**src/rtl/pacote_processador.sv**
```systemverilog
// Shared processor definitions: loader FSM encoding,
// instruction-memory geometry defaults and opcodes.
package pacote_processador;

  typedef enum logic [2:0] {
    OCIOSO   = 3'd0,
    CONTAGEM = 3'd1,
    DADOS    = 3'd2,
    ESCREVE  = 3'd3,
    VERIFICA = 3'd4,
    FIM      = 3'd5
  } estado_carga_t;

  localparam int TAM_MEMORIA_PADRAO      = 141;
  localparam int ENDERECO_INICIAL_PADRAO = 1;

  localparam logic [4:0] OP_NOP   = 5'b00000;
  localparam logic [4:0] OP_LOAD  = 5'b00001;
  localparam logic [4:0] OP_STORE = 5'b00010;
  localparam logic [4:0] OP_ADD   = 5'b00011;
  localparam logic [4:0] OP_SUB   = 5'b00100;
  localparam logic [4:0] OP_AND   = 5'b00101;
  localparam logic [4:0] OP_OR    = 5'b00110;
  localparam logic [4:0] OP_JUMP  = 5'b00111;
  localparam logic [4:0] OP_BEQ   = 5'b01000;
  localparam logic [4:0] OP_HALT  = 5'b11111;

endpackage

```
**src/rtl/carregador_programa.sv**
```systemverilog
// Serial program loader: count, big-endian words into
// instruction memory, trailing XOR checksum byte.
module carregador_programa
  import pacote_processador::*;
#(
  parameter int TAM_MEMORIA      = TAM_MEMORIA_PADRAO,
  parameter int ENDERECO_INICIAL = ENDERECO_INICIAL_PADRAO
) (
  input  logic        clock,
  input  logic        reset,
  input  logic        inicio,
  input  logic [7:0]  byte_entrada,
  input  logic        byte_valido,
  output logic        byte_pronto,
  output logic        escrita,
  output logic [31:0] endereco_escrita,
  output logic [31:0] dado_escrita,
  output logic        ocupado,
  output logic        concluido,
  output logic        erro
);

  localparam logic [31:0] LIMITE =
    32'(TAM_MEMORIA - ENDERECO_INICIAL);
  localparam logic [31:0] BASE = 32'(ENDERECO_INICIAL);

  estado_carga_t estado_q;
  logic [15:0]   n_q;
  logic [15:0]   k_q;
  logic [1:0]    idx_q;
  logic [31:0]   asm_q;
  logic [7:0]    chk_q;
  logic          escrita_q;
  logic [31:0]   end_q;
  logic [31:0]   dado_q;
  logic          concluido_q;
  logic          erro_q;

  logic          aceita;
  logic [15:0]   n_d;
  logic [31:0]   asm_d;
  logic [7:0]    chk_d;

  assign byte_pronto = (estado_q == CONTAGEM) ||
                       (estado_q == DADOS) ||
                       (estado_q == VERIFICA);
  assign ocupado     = byte_pronto || (estado_q == ESCREVE);
  assign aceita      = byte_valido && byte_pronto;
  assign n_d         = {n_q[15:8], byte_entrada};
  assign asm_d       = {asm_q[23:0], byte_entrada};
  assign chk_d       = chk_q ^ byte_entrada;

  assign escrita          = escrita_q;
  assign endereco_escrita = end_q;
  assign dado_escrita     = dado_q;
  assign concluido        = concluido_q;
  assign erro             = erro_q;

  always_ff @(posedge clock) begin
    if (reset) begin
      estado_q    <= OCIOSO;
      n_q         <= '0;
      k_q         <= '0;
      idx_q       <= '0;
      asm_q       <= '0;
      chk_q       <= '0;
      escrita_q   <= 1'b0;
      end_q       <= '0;
      dado_q      <= '0;
      concluido_q <= 1'b0;
      erro_q      <= 1'b0;
    end else begin
      unique case (estado_q)
        OCIOSO, FIM: begin
          if (inicio) begin
            estado_q    <= CONTAGEM;
            n_q         <= '0;
            k_q         <= '0;
            idx_q       <= '0;
            asm_q       <= '0;
            chk_q       <= '0;
            concluido_q <= 1'b0;
            erro_q      <= 1'b0;
          end
        end
        CONTAGEM: begin
          if (aceita) begin
            chk_q <= chk_d;
            if (idx_q == 2'd0) begin
              n_q   <= {byte_entrada, 8'h00};
              idx_q <= 2'd1;
            end else begin
              n_q   <= n_d;
              idx_q <= 2'd0;
              if (n_d == 16'd0) begin
                estado_q <= VERIFICA;
              end else if ({16'h0, n_d} > LIMITE) begin
                estado_q    <= FIM;
                erro_q      <= 1'b1;
                concluido_q <= 1'b1;
              end else begin
                estado_q <= DADOS;
              end
            end
          end
        end
        DADOS: begin
          if (aceita) begin
            chk_q <= chk_d;
            asm_q <= asm_d;
            idx_q <= idx_q + 2'd1;
            if (idx_q == 2'd3) begin
              estado_q  <= ESCREVE;
              escrita_q <= 1'b1;
              dado_q    <= asm_d;
              end_q     <= BASE + {16'h0, k_q};
              k_q       <= k_q + 16'd1;
            end
          end
        end
        ESCREVE: begin
          escrita_q <= 1'b0;
          estado_q  <= (k_q == n_q) ? VERIFICA : DADOS;
        end
        VERIFICA: begin
          if (aceita) begin
            chk_q       <= chk_d;
            erro_q      <= (byte_entrada != chk_q);
            concluido_q <= 1'b1;
            estado_q    <= FIM;
          end
        end
        default: estado_q <= OCIOSO;
      endcase
    end
  end

endmodule

```
**config.mk**
```make
export PLATFORM = sky130hd
export DESIGN_NAME = carregador_programa
export DESIGN_NICKNAME = d
export VERILOG_FILES = /design/src/rtl/pacote_processador.sv /design/src/rtl/carregador_programa.sv
export SDC_FILE = /design/constraint.sdc
export NUM_CORES = 1
export LEC_CHECK = 0
export BUFFER_PORTS_ARGS = -buffer_cell sky130_fd_sc_hd__buf_2
export CORE_AREA = 2 2 99 101
export CTS_CLUSTER_DIAMETER = 150
export CTS_CLUSTER_SIZE = 28
export DETAILED_ROUTE_END_ITERATION = 10
export DIE_AREA = 0 0 101 103
export GPL_TIMING_DRIVEN = 0
export PLACE_DENSITY = 0.82
export SLEW_MARGIN = 20
export SYNTH_ARGS = -nofsm -noshare
export SYNTH_HDL_FRONTEND = slang
export SYNTH_SLANG_ARGS = --single-unit
```
**constraint.sdc**
```tcl
create_clock -name clock -period 2.76 [get_ports clock]
set_clock_uncertainty 0.1 [all_clocks]
set_input_delay 0 -clock clock [delete_from_list [all_inputs] [get_ports clock]]
set_output_delay 0 -clock clock [all_outputs]
set_load 0.01 [all_outputs]
```
**Word-level counts from Yosys, hierarchy flattened**

Index checks and enable logic that the tools add are counted.
Widths: inputs -> output; s select.

- Multipliers: 0
- Reduce and logical (&&, ||, !) cells: 25
- Bitwise operators: 1
- Magnitude comparators: 1
- Muxes and demuxes: 40
- Add/sub/neg operators: 3
- Shift operators: 0
- Equality and inequality tests: 18
- Div/mod/pow operators: 0

Operator list:

| operator | count |
|---|---|
| $mux 16 | 5 |
| $pmux 16 s2 | 2 |
| $mux 24 | 2 |
| $pmux 24 s2 | 1 |
| $mux 3 | 9 |
| $add 1x16->17 const A | 1 |
| $add 16x1->16 const B | 1 |
| $eq 16x16->1 | 1 |
| $gt 16x8->1 const B | 1 |
| $logic_not 16->1 | 1 |
| $mux 8 | 2 |
| $pmux 8 s2 | 1 |
| $pmux 3 s5 | 1 |
| $reduce_and 3->1 | 5 |
| $ne 2x2->1 const B | 6 |
| $reduce_and 4->1 | 3 |
| $mux 1 | 10 |
| $ne 2x1->1 const B | 4 |
| $ne 8x8->1 | 1 |
| $reduce_bool 2->1 | 4 |
| $xor 8x8->8 | 1 |
| $reduce_and 7->1 | 1 |
| $eq 3x2->1 const B | 2 |
| $eq 3x3->1 const B | 2 |
| 15 further kinds | 21 |

- Output and inout bits: 69
- Memory bits (writable): 0
- Latch bits: 0
- Memories: 0
- Bits in read-only memories: 0
- Register bits after elaboration: 136

**Longest topological paths before layout**

- Depth after elaboration: 6
- Mapped depth: 7

**Worst setup path after synthesis**

No wires, ideal clock.

- Kind: reg-to-reg
- From: register k_q[0]
- To: register k_q[10]
- Data arrival time: 1,573 ps
- Path buffers: 0
- Required time: 2,590 ps
- Cell stages (with the launch flop): 7
- Clock period less this slack: 1,744 ps
- Path slack: 1,016 ps
- Library setup time: 70 ps
- Path through: dfxtp_1 ha_1 nand3_1 nor2_2 nand4_1 or3_1 a21oi_1

- Longest elaborated chain between the ends: 4

Ends and longest elaborated chain:

| element | RTL line | source |
|---|---|---|
| start, declared | carregador_programa.sv:29 | `logic [15:0] k_q;` |
| start signal, assigned | carregador_programa.sv:117 | `k_q <= k_q + 16'd1;` |
| $add 16x1->16 | carregador_programa.sv:117 |  |
| $mux 16 | carregador_programa.sv:112 | `if (idx_q == 2'd3) begin` |
| $mux 16 | carregador_programa.sv:108 | `if (aceita) begin` |
| $pmux 16 s2 | carregador_programa.sv:73 | `unique case (estado_q)` |

Every way passes these cells. The select of a mux whose other input is x is not followed.
A chain may end at the register's enable or synchronous reset.

**Worst setup path in the final report**

- From: register estado_q[1]
- To: register dado_q[21], in the netlist dado_escrita[21]

- Longest elaborated chain between the ends: 5
- Elaborated cells between the ends (all ways): 7
- Classes of those cells: eq/ne: 3; reduce/logical: 4

Ends and longest elaborated chain:

| element | RTL line | source |
|---|---|---|
| start, declared | carregador_programa.sv:27 | `estado_carga_t estado_q;` |
| start signal, assigned | carregador_programa.sv:123 | `estado_q <= (k_q == n_q) ? VERIFICA : DADOS;` |
| $eq 3x1->1 / $eq 3x2->1 (equally long branches) | carregador_programa.sv:44, carregador_programa.sv:45, carregador_programa.sv:73 |  |
| $logic_or 1x1->1 | carregador_programa.sv:44 | `assign byte_pronto = (estado_q == CONTAGEM) \|\|` |
| $logic_or 1x1->1 | carregador_programa.sv:45 | `(estado_q == DADOS) \|\|` |
| $logic_and 1x1->1 | carregador_programa.sv:48 | `assign aceita = byte_valido && byte_pronto;` |
| $reduce_and 3->1 (no source line) (*) | - |  |
| end signal, assigned | carregador_programa.sv:115 | `dado_q <= asm_d;` |
| end, declared | carregador_programa.sv:35 | `logic [31:0] dado_q;` |

Mark *: on every way between the ends. The rest lies on a longest branch, timed or not.

==> impl_metrics.toml <==
[finish]
layout.cells.non_filler = 896
utilization_pct = 71.3
mostFrequentLayoutCell = "dfxtp_1"
final_cell_mix = "dfxtp_1 (121), nand2_1 (114), a21oi_1 (90), buf_2 (78), nand3_1 (41)"
diodes = 0
areaGrowthSynthToFinish_pct = 21.9
drive_gt1_share_pct = 19.9
final_area_sq_um = 6740
seq_area_sq_um = 2420
multi_input_area_sq_um = 2730
final_nets = 784
nFillCells = 693

[timing]
rsz0062_at_grt = "false"
min_period_ns = 2.25
fin_tns_setup_ns = 0
worst_pin_slew_ns = 0.921
slew_violations = 0
max_clock_freq_mhz = 444
finalHoldViolCount = 0
period_share_pct = 81.6
slew_headroom_pct = 38.1
setup_ws_ns = 0.509
setup_viol = 0
hold_ws_ns = 0.290

[logic_synthesis]
avgSynthCellArea_sq_um = 8.26
async_flop_share_pct = 0
yosysWarnings = 0
muxShareOfSynthArea_pct = 0.566
synth-adder-area-share_pct = 0.679
synth_top_family_by_area = "simple AND/OR/NAND/NOR gates"
yosys.area_share.xor_xnor_pct = 6.47
ys_seq_area_share_pct = 43.8
synth_compound_area_share_pct = 17.5
synth-edff-count = 0
synth.distinct_cells = 54
synth-simple-area-share_pct = 23.1
synth_flop_cell = "dfxtp_1"
netlist_area_sq_um = 5530
synth_seq_cells = 121
postSynthCellCount = 669

[grt]
grt_pass1_vias = 5171
grt_pass1_wl_microns = 24600
gr-total-overflow = 0
grt_max_degree = 17
track_usage_pct = 30.4
antenna_found_initial = 0

[drt]
dr.pass1.iters = 6
drc = 0
viasPerCell = 6.04
drtIter0Drc = 602
num_vias = 5408
routed_wl_microns = 15600
wl_per_cell_microns = 17.5
antenna_left = 0

[setup_path]
crit_required_ns = 3.06
worstSetupPathType = "flip-flop to flip-flop"
worstRegToRegCells = 7
arrival_ns = 2.55
cp_max_fo = 10
start_kind = "flip-flop"
endpoint_kind = "flip-flop"

[placement]
dpl.cell_count = 853
placed_area_sq_um = 6000
gp_congestion = 0.880
port_buffers = 56
hpwl_microns = 10300
pre_cts_ws_ns = 0.579

[power]
ir_worst_vdd_v = 0.000474
p_per_area_nw_per_um2 = 704
power_mw = 4.74
power.static_leakage_nw = 2.72

[cts]
postCtsSetupRepairBufs = 0
cts_root_buf = "clkbuf_8"
cts.path.max_buffers = 2
htreeDepth = 4
cts_tree = "done"
cts-buffers-inserted = 17
clock_latency_ns = 0.53
path_clk_slew_ns = 0.06
cts_sinks = 121

[worst_hold_path]
worstHoldPathCells = 4
hold_path.class = "input port to flip-flop"

[floorplanning]
core_sq_um = 9460
io_pins = 81
initial_core_util_pct = 58.4
rows = 36
die_y_microns = 103
dieWidth_microns = 101
dieArea_sq_um = 10400

[outcome]
status = "complete, no violations"

[run]
maxCapViolations = 0
-- cell type report --
cell class	count	share of cell area, %
Sequential cell	121	35.9
Timing Repair Buffer	67	5.79
Clock buffer	17	6.14
Inverter	8	0.446
Multi-Input combinational cell	482	40.5
Tap cell	114	2.12
Clock inverter	15	3.16
Buffer	72	5.92
-- cells by family after synthesis --
| kind of cell | count (synthesis) |
|---|---|
| xor gates and xnor gates | 40 |
| other | 1 |
| and+or+nand+nor | 256 |
| DFF | 121 |
| muxes | 3 |
| adders and majority gates | 3 |
| buffers and inverters | 80 |
| AOI/OAI and AO/OA | 165 |
-- critical path, cell delays in order, from the launching register on --
cell and delay [ns]:
dfxtp_1 0.32, buf_4 0.17, nor3b_4 0.46, nand3_2 0.28
buf_2 0.29, clkbuf_1 0.27, nand2_1 0.15, a21oi_1 0.07
-- state kept, by name, indices dropped and copies added (netlist names) --
name              flops
dado_escrita         32
asm_q                24
endereco_escrita     17
k_q                  16
n_q                  16
chk_q                 8
estado_q              3
idx_q                 2
concluido             1
erro                  1
escrita               1
-- synth_stat cells, drive strengths merged, types with 3 or more instances --
| cell | instances | area share (%) |
|---|---|---|
| a211oi | 8 | 1.1 |
| a21oi | 92 | 8.5 |
| a22oi | 13 | 1.8 |
| a31o | 9 | 1.4 |
| a31oi | 3 | 0.34 |
| buf | 46 | 5.5 |
| clkbuf | 26 | 1.8 |
| dfxtp | 121 | 44 |
| ha | 3 | 0.68 |
| inv | 8 | 0.54 |
| nand2 | 116 | 8.0 |
| nand3 | 42 | 3.9 |
| nand3b | 4 | 0.61 |
| nand4 | 6 | 0.68 |
| nor2 | 41 | 3.0 |
| nor2b | 4 | 0.45 |
| nor3 | 6 | 0.54 |
| nor4 | 13 | 1.5 |
| nor4b | 8 | 2.2 |
| o21ai | 30 | 2.9 |
| or3 | 6 | 0.68 |
| xnor2 | 9 | 1.6 |
| xor2 | 31 | 4.9 |
-- what timing repair did --
action | CTS | global route
resized for setup | 0 | 0
hold buffers | 11 | 0
endpoints found under the hold margin | 45 | 0
-- metal layers --
metal,GRT usage [%],share of wire (%),vias up
met5,0,0,-
met4,19.0,5.0,0
met1,35.2,39,2541
li1,-,-,2490
met3,6.58,8.3,87
met2,51.6,48,290
-- where the power goes --
part	switching, mW	leakage [nW]	internal, mW	total [mW]
Combinational	0.380	1.44	0.196	0.575
Sequential	0.0303	0.976	1.78	1.81
Clock	0.871	0.302	1.49	2.36
Total	1.28	2.72	3.46	4.74
-- final timing paths --
kind	endpoint	slack [ns]	startpoint
worst max register to register	dado_escrita[21]$_SDFFE_PP0P_	0.51	estado_q[1]$_SDFFE_PP0P_
worst min register to register	erro$_SDFFE_PP0P_	0.35	erro$_SDFFE_PP0P_
worst max-delay path	dado_escrita[21]$_SDFFE_PP0P_	0.51	estado_q[1]$_SDFFE_PP0P_
worst min-delay path	dado_escrita[6]$_SDFFE_PP0P_	0.29	byte_entrada[6]
(Power assumes the default switching activity.)
